<file path="config.mk">
export PLATFORM = sky130hd
export DESIGN_NAME = fifo_rd_stream
export DESIGN_NICKNAME = d
export VERILOG_FILES = /design/src/rtl/fifo_rd_stream.sv
export SDC_FILE = /design/constraint.sdc
export NUM_CORES = 1
export LEC_CHECK = 0
export BUFFER_PORTS_ARGS = -buffer_cell sky130_fd_sc_hd__buf_2
export CORE_ASPECT_RATIO = 0.7
export CORE_MARGIN = 2
export CORE_UTILIZATION = 45
export CTS_BUF_LIST = sky130_fd_sc_hd__clkbuf_4 sky130_fd_sc_hd__clkbuf_8
export DETAILED_ROUTE_END_ITERATION = 6
export GPL_TIMING_DRIVEN = 0
export PLACE_DENSITY_LB_ADDON = 0.15
export SLEW_MARGIN = 20
export SYNTH_ARGS = -nofsm -noshare
export SYNTH_HDL_FRONTEND = slang
export SYNTH_SLANG_ARGS = --single-unit
</file>
<file path="constraint.sdc">
create_clock -name CLK -period 2.2 [get_ports CLK]
set_input_delay 0.11 -clock CLK [delete_from_list [all_inputs] [get_ports CLK]]
set_output_delay 0.11 -clock CLK [all_outputs]
set_load 0.01 [all_outputs]
</file>
<file path="src/rtl/fifo_rd_stream.sv">
// Read-side adapter for a standard-mode sync FIFO: prefetches into a 3-entry
// buffer to hide the 1-cycle DOUT latency and presents a valid/ready stream.
module fifo_rd_stream #(
  parameter int WIDTH     = 8,
  parameter int PKT_BEATS = 0,
  parameter int BCNT_W    = 16
) (
  input  logic              CLK,
  input  logic              RST,
  input  logic              FLUSH,
  output logic              FIFO_RD_EN,
  input  logic [WIDTH-1:0]  FIFO_DOUT,
  input  logic              FIFO_EMPTY,
  output logic              M_VALID,
  output logic [WIDTH-1:0]  M_DATA,
  output logic              M_LAST,
  input  logic              M_READY,
  output logic [1:0]        OCC,
  output logic [BCNT_W-1:0] BEAT_CNT
);

  localparam int PW    = (PKT_BEATS > 1) ? $clog2(PKT_BEATS) : 1;
  localparam int LASTI = (PKT_BEATS > 0) ? PKT_BEATS - 1 : 0;

  logic [2:0][WIDTH-1:0] mem_q, mem_d;
  logic [1:0]            rd_ptr_q, rd_ptr_d, wr_ptr_q, wr_ptr_d, occ_q, occ_d;
  logic                  inflight_q, inflight_d, drop_q, drop_d;
  logic [BCNT_W-1:0]     bcnt_q, bcnt_d;
  logic [PW-1:0]         pkt_q, pkt_d;
  logic                  rd_en, capture, pop, m_valid, pkt_end;

  function automatic logic [1:0] ptr_inc(input logic [1:0] p);
    return (p == 2'd2) ? 2'd0 : p + 2'd1;
  endfunction

  // Issue decision only looks at registered occupancy, so M_READY never
  // reaches FIFO_RD_EN combinationally; RST gating keeps the strobe low in reset.
  assign rd_en   = RST && !FIFO_EMPTY && !FLUSH &&
                   (({1'b0, occ_q} + {2'b00, inflight_q}) < 3'd3);
  assign m_valid = (occ_q != 2'd0);
  assign capture = inflight_q && !drop_q && !FLUSH;
  assign pop     = m_valid && M_READY && !FLUSH;
  assign pkt_end = (pkt_q == PW'(LASTI));

  always_comb begin
    mem_d      = mem_q;
    rd_ptr_d   = rd_ptr_q;
    wr_ptr_d   = wr_ptr_q;
    occ_d      = occ_q;
    bcnt_d     = bcnt_q;
    pkt_d      = pkt_q;
    drop_d     = 1'b0;
    inflight_d = rd_en;
    if (FLUSH) begin
      rd_ptr_d = 2'd0;
      wr_ptr_d = 2'd0;
      occ_d    = 2'd0;
      bcnt_d   = '0;
      pkt_d    = '0;
      drop_d   = inflight_q;
    end else begin
      if (capture) begin
        mem_d[wr_ptr_q] = FIFO_DOUT;
        wr_ptr_d        = ptr_inc(wr_ptr_q);
      end
      if (pop) begin
        rd_ptr_d = ptr_inc(rd_ptr_q);
        bcnt_d   = bcnt_q + BCNT_W'(1);
        pkt_d    = pkt_end ? '0 : pkt_q + PW'(1);
      end
      case ({capture, pop})
        2'b10:   occ_d = occ_q + 2'd1;
        2'b01:   occ_d = occ_q - 2'd1;
        default: occ_d = occ_q;
      endcase
    end
  end

  always_ff @(posedge CLK or negedge RST) begin
    if (!RST) begin
      mem_q      <= '0;
      rd_ptr_q   <= 2'd0;
      wr_ptr_q   <= 2'd0;
      occ_q      <= 2'd0;
      inflight_q <= 1'b0;
      drop_q     <= 1'b0;
      bcnt_q     <= '0;
      pkt_q      <= '0;
    end else begin
      mem_q      <= mem_d;
      rd_ptr_q   <= rd_ptr_d;
      wr_ptr_q   <= wr_ptr_d;
      occ_q      <= occ_d;
      inflight_q <= inflight_d;
      drop_q     <= drop_d;
      bcnt_q     <= bcnt_d;
      pkt_q      <= pkt_d;
    end
  end

  assign FIFO_RD_EN = rd_en;
  assign M_VALID    = m_valid;
  assign M_DATA     = mem_q[rd_ptr_q];
  assign M_LAST     = (PKT_BEATS > 0) && m_valid && pkt_end;
  assign OCC        = occ_q;
  assign BEAT_CNT   = bcnt_q;

endmodule

</file>
### Word level (Yosys, flattened, before mapping)

Cells that the tools add are included.

| storage, ports and cells | value |
|---|---|
| register bits after elaboration | 48 |
| bits of input ports | 13 |
| word-level logic and storage cells | 56 |
| output and inout bits | 29 |

| operators by class | value |
|---|---|
| mux-type cells | 16 |
| reduce and logical (&&, ||, !) cells | 16 |
| equality and inequality tests | 4 |
| $lt $le $gt $ge | 4 |
| bitwise gates (word level) | 1 |
| add/subtract/negate cells | 6 |

Operator list:

| operator | count |
|---|---|
| 2-to-1 mux 16 bit | 2 |
| bitwise mux 24 bit | 1 |
| adder 16 x 1 -> 16 bit, second input constant | 1 |
| binary-select mux 8 bit (select 2 bit) | 1 |
| demux 8 bit (select 2 bit) | 1 |
| 2-to-1 mux 8 bit | 2 |
| 2-to-1 mux 2 bit | 7 |
| logical AND 1 bit | 8 |
| adder 2 x 1 -> 2 bit, second input constant | 3 |
| == test 2 bit, second input constant | 3 |
| less-than comparator 2 x 3 -> 1 bit, second input constant | 2 |
| nonzero test 2 bit | 3 |
| case mux 2 bit (2 select lines) | 1 |
| adder 2 x 1 -> 3 bit | 1 |
| zero test 1 bit | 3 |
| less-than comparator 3 x 2 -> 1 bit, second input constant | 1 |
| nonzero test 3 bit | 1 |
| == test 2 x 1 -> 1 bit, second input constant | 1 |
| greater-or-equal comparator 2 x 1 -> 1 bit, second input constant | 1 |
| AND reduction 2 bit | 1 |
| subtractor 2 x 1 -> 2 bit, second input constant | 1 |
| 2-to-1 mux 1 bit | 1 |
| inverter 1 bit | 1 |

### Logic depth before layout (Yosys ltp)

| logic depth | value |
|---|---|
| depth in word-level cells | 6 |
| mapped depth | 6 |
| depth with buffers taken out | 5 |

### Worst setup path before layout

No wires, ideal clock.

| timing | value |
|---|---|
| path type | reg-to-reg |
| from | register occ_q[0] (netlist: OCC[0]) |
| to | register inflight_q |
| buffers on the path | 0 |
| arrival time | 1631 ps |
| data required time | 2078 ps |
| stages on the path, launching flop included | 5 |
| period minus slack after synthesis | 1753 ps |
| slack | 447 ps |
| setup time | 122 ps |
| cells stage by stage | dfrtp_1 > ha_1 > ha_1 > or4b_2 > a21oi_1 |

| between the ends | value |
|---|---|
| word-level cells in the longest chain between the ends | 3 |

RTL lines:

| what | RTL line | text |
|---|---|---|
| start, declared | 26 | `logic [1:0] rd_ptr_q, rd_ptr_d, wr_ptr_q, wr_ptr_d, occ_q, occ_d;` |
| start signal, assigned | 84 | `occ_q <= 2'd0;` |
| start signal, assigned | 93 | `occ_q <= occ_d;` |
| adder 2 x 1 -> 3 bit | 39 | `(({1'b0, occ_q} + {2'b00, inflight_q}) < 3'd3);` |
| less-than comparator 3 x 2 -> 1 bit | 39 |  |
| logical AND 1 bit | 38 | `assign rd_en = RST && !FIFO_EMPTY && !FLUSH &&` |
| via FIFO_RD_EN | 11 | `output logic FIFO_RD_EN,` |
| end signal, assigned | 94 | `inflight_q <= inflight_d;` |
| end, declared | 27 | `logic inflight_q, inflight_d, drop_q, drop_d;` |

The timed path passes the listed nets, and every way through them passes these cells.
A chain may end at the register's enable or synchronous reset.

### Final worst setup path

| timing | value |
|---|---|
| from | register inflight_q |
| to | output FIFO_RD_EN |

| between the ends | value |
|---|---|
| word-level cells in the longest chain between the ends | 3 |

RTL lines:

| what | RTL line |
|---|---|
| adder 2 x 1 -> 3 bit | 39 |
| less-than comparator 3 x 2 -> 1 bit | 39 |
| logical AND 1 bit | 38 |
| end, declared | 11 |

No other way between the ends.

==> results.json <==
{
  "fmax_mhz": 476,
  "irDropWorstVdd_mv": 0.358,
  "gr-total-overflow": 0,
  "grt_use_total": 0.184,
  "hold_start": "FIFO_DOUT[1]",
  "cts_tree": "done",
  "max_slew_margin": 0.523,
  "final_max_slew_viol_count": 0,
  "cts_sinks": 48,
  "setup_viol_count_final": 0,
  "die_area_um2": 5700,
  "synth_area_um2": 2300,
  "crit_top_cell": "ha_1",
  "synth_area_per_cell_um2": 11.1,
  "yosysWarnings": 0,
  "path_cells": "ha_1, ha_1, or4b_2, a21oi_2, buf_2",
  "io_pins": 42,
  "fin_nets": 273,
  "rsz0062_at_grt": "no",
  "hold_class": "in -> reg",
  "crit_path_top_delay_cell": "or4b_2",
  "root_buffer": "clkbuf_8",
  "routed_wl_um": 4680,
  "syn_to_final_growth_pct": 18.7,
  "syn_nets": 224,
  "crit_arrival_ns": 1.99,
  "clk-insertion-delay-late_ns": 0.30,
  "grt_pass1_vias": 1592,
  "post-route-util": 0.561,
  "status": "finished, final reports clean",
  "dr.pass1.iters": 4,
  "fin_crit_ns": 2.10,
  "cts_buffers": 5,
  "htreeDepth": 2,
  "pre_cts_slack_ns": 0.0903,
  "cp.required_ns": 2.09,
  "coreArea_um2": 4860,
  "fp.dieW_um": 89.4,
  "start_util": 0.473,
  "dieHeight_um": 63.8,
  "drt-wirelength-per-cell_um": 14.3,
  "place_inst": 316,
  "io_buffers": 39,
  "total_power_mw": 1.88,
  "fillers": 424,
  "slowest_delay_ns": 0.62,
  "synth_cells": 208,
  "ys_seq_elements": 48,
  "finalCritPeriodShare": 0.955,
  "n_antenna_cell": 0,
  "netlist-cell-type-count": 40,
  "final_hold_viol_count": 0,
  "r2r_start": "OCC[0]",
  "skew_ns": 0.00921,
  "rows": 21,
  "cts_buffer_depth": 2,
  "leakage_nw": 1.26,
  "clk_pin_slew_ns": 0.09,
  "antenna_found_initial": 0,
  "worst_pin_slew_ns": 0.716,
  "finalSetupTns_ns": 0,
  "post_drt_via_cell_ratio": 5.27,
  "crit_path_end_kind": "output port",
  "grt_max_degree": 50,
  "grt_pass1_wl_um": 8020,
  "crit_type": "reg -> out",
  "drv_cap": 0,
  "setup_ws_ns": 0.0990,
  "fin_cells": 327,
  "drt_iter0_markers": 59,
  "yosysSeqAreaShare": 0.523,
  "final_layout_size_suffix_gt1_frac": 0.333,
  "cp-start-kind": "flip-flop",
  "drc": 0,
  "worstPathMaxFanout": 4,
  "cp-startpoint": "inflight_q",
  "gp_congestion": 0.772,
  "dp_hpwl_um": 3240,
  "final_antenna_net_count": 0,
  "powerDensity_nw_per_um2": 688,
  "vias": 1722
}
## synthesized netlist by cell type (all sizes together)
master   count  area, um^2
nor3         7        35.0
xnor2       10        87.6
or4b         2        20.0
nand3        4        32.5
or3          4        32.5
nor2        17        63.8
mux2        25         282
o21a         1        7.51
o21ai       13        65.1
clkbuf       6        22.5
a21oi       11        55.1
nor3b        1        7.51
inv          3        11.3
mux2i        8        80.1
a2111oi      1        8.76
nor2b        3        18.8
o2111ai      1        8.76
nor4         4        25.0
or2          2        12.5
or3b         1        8.76
nand2       17        63.8
dfrtp       48        1200
and4b        1        10.0
nand2b       1        6.26
nand4        3        18.8
ha           3        37.5
buf          5        32.5
xor2         2        17.5
and2         1        6.26
conb         1        3.75
o41ai        1        8.76
nand3b       1        7.51
## power breakdown
group,internal (mW),switching (mW)
sequential,0.955,0.0400
combinational,0.159,0.160
clock,0.282,0.281
## metal layers
layer,track usage,vias to the layer above,wire (um)
met2,0.256,34,2090
met5,0,-,0
li1,-,826,-
met3,0.0426,5,186
met1,0.289,857,2370
met4,0.0392,0,33
## cells in the final DEF (no fill, tap or decap), types with 2 or more instances in the layout
master	Yosys	routed
nand4_1	3	3
clkbuf_1	6	6
nor4_1	4	4
nor2_1	17	17
inv_1	3	3
or3_2	2	2
a21oi_1	11	10
xor2_1	2	2
o21ai_0	12	12
ha_1	3	3
nor3_1	7	7
mux2_2	25	25
buf_4	1	3
mux2i_1	8	8
nand2_1	17	17
xnor2_1	10	10
dfrtp_1	48	48
clkbuf_4	0	2
clkbuf_8	0	6
nand3_1	3	3
or2_2	2	2
buf_2	2	40
nor2b_1	3	3
## stage by stage
step	cell area (um^2)	hold slack, ns
global route	2730	0.0644
floorplan	2300	-0.186
finish	2730	0.0735
global placement	2580	0.377
detailed placement	2580	0.375
CTS	2680	0.0468
## what timing repair did
action	CTS	global route
resized for setup	0	1
endpoints found under the hold margin	0	48
setup buffers	0	1
setup endpoints to repair	0	1
hold buffers	0	2
## path summary, 6_finish.rpt
check	endpoint	slack (ns)	depth (start not counted)
setup / recovery	FIFO_RD_EN	0.1	5
hold / removal	mem_q[9]	0.07	2
setup reg to reg	BEAT_CNT[13]	0.43	6
hold reg to reg	mem_q[23]	0.51	1
max in group asynchronous	mem_q[18]	1.63	3
min in group asynchronous	BEAT_CNT[5]	0.35	3
## worst max-delay path, delay by kind of cell, from the launching register on
family                   cells  cell delay, ns
AND/OR/NAND/NOR              1            0.62
flip-flops                   1            0.42
adder cells (fa/ha/maj)      2            0.36
AO/OA/AOI/OAI                1            0.15
buffers and inverters        1            0.14
## final cells by class
class                      count  area [um^2]  area share
buffer                        11         55.1      0.0202
clock buffer                   8         97.6      0.0358
inverter                       3         11.3     0.00413
multi-input combinational    146         1030       0.379
sequential                    48         1200       0.440
tap                           69         86.3      0.0316
timing repair buffer          42          243      0.0890
## cells by family after synthesis
group,Yosys count,share of synthesized area
flip-flops,48,0.523
AND/OR/NAND/NOR,69,0.161
AO/OA/AOI/OAI,28,0.0670
buffers and inverters,14,0.0288
adder cells (fa/ha/maj),3,0.0163
XOR/XNOR,12,0.0457
multiplexers,33,0.157
other,1,0.00163
## state kept, by name, indices dropped and copies added, names as in the netlist
register    flops
rd_ptr_q        2
inflight_q      1
wr_ptr_q        2
OCC             2
mem_q          24
drop_q          1
BEAT_CNT       16
(Power assumes the default switching activity.)
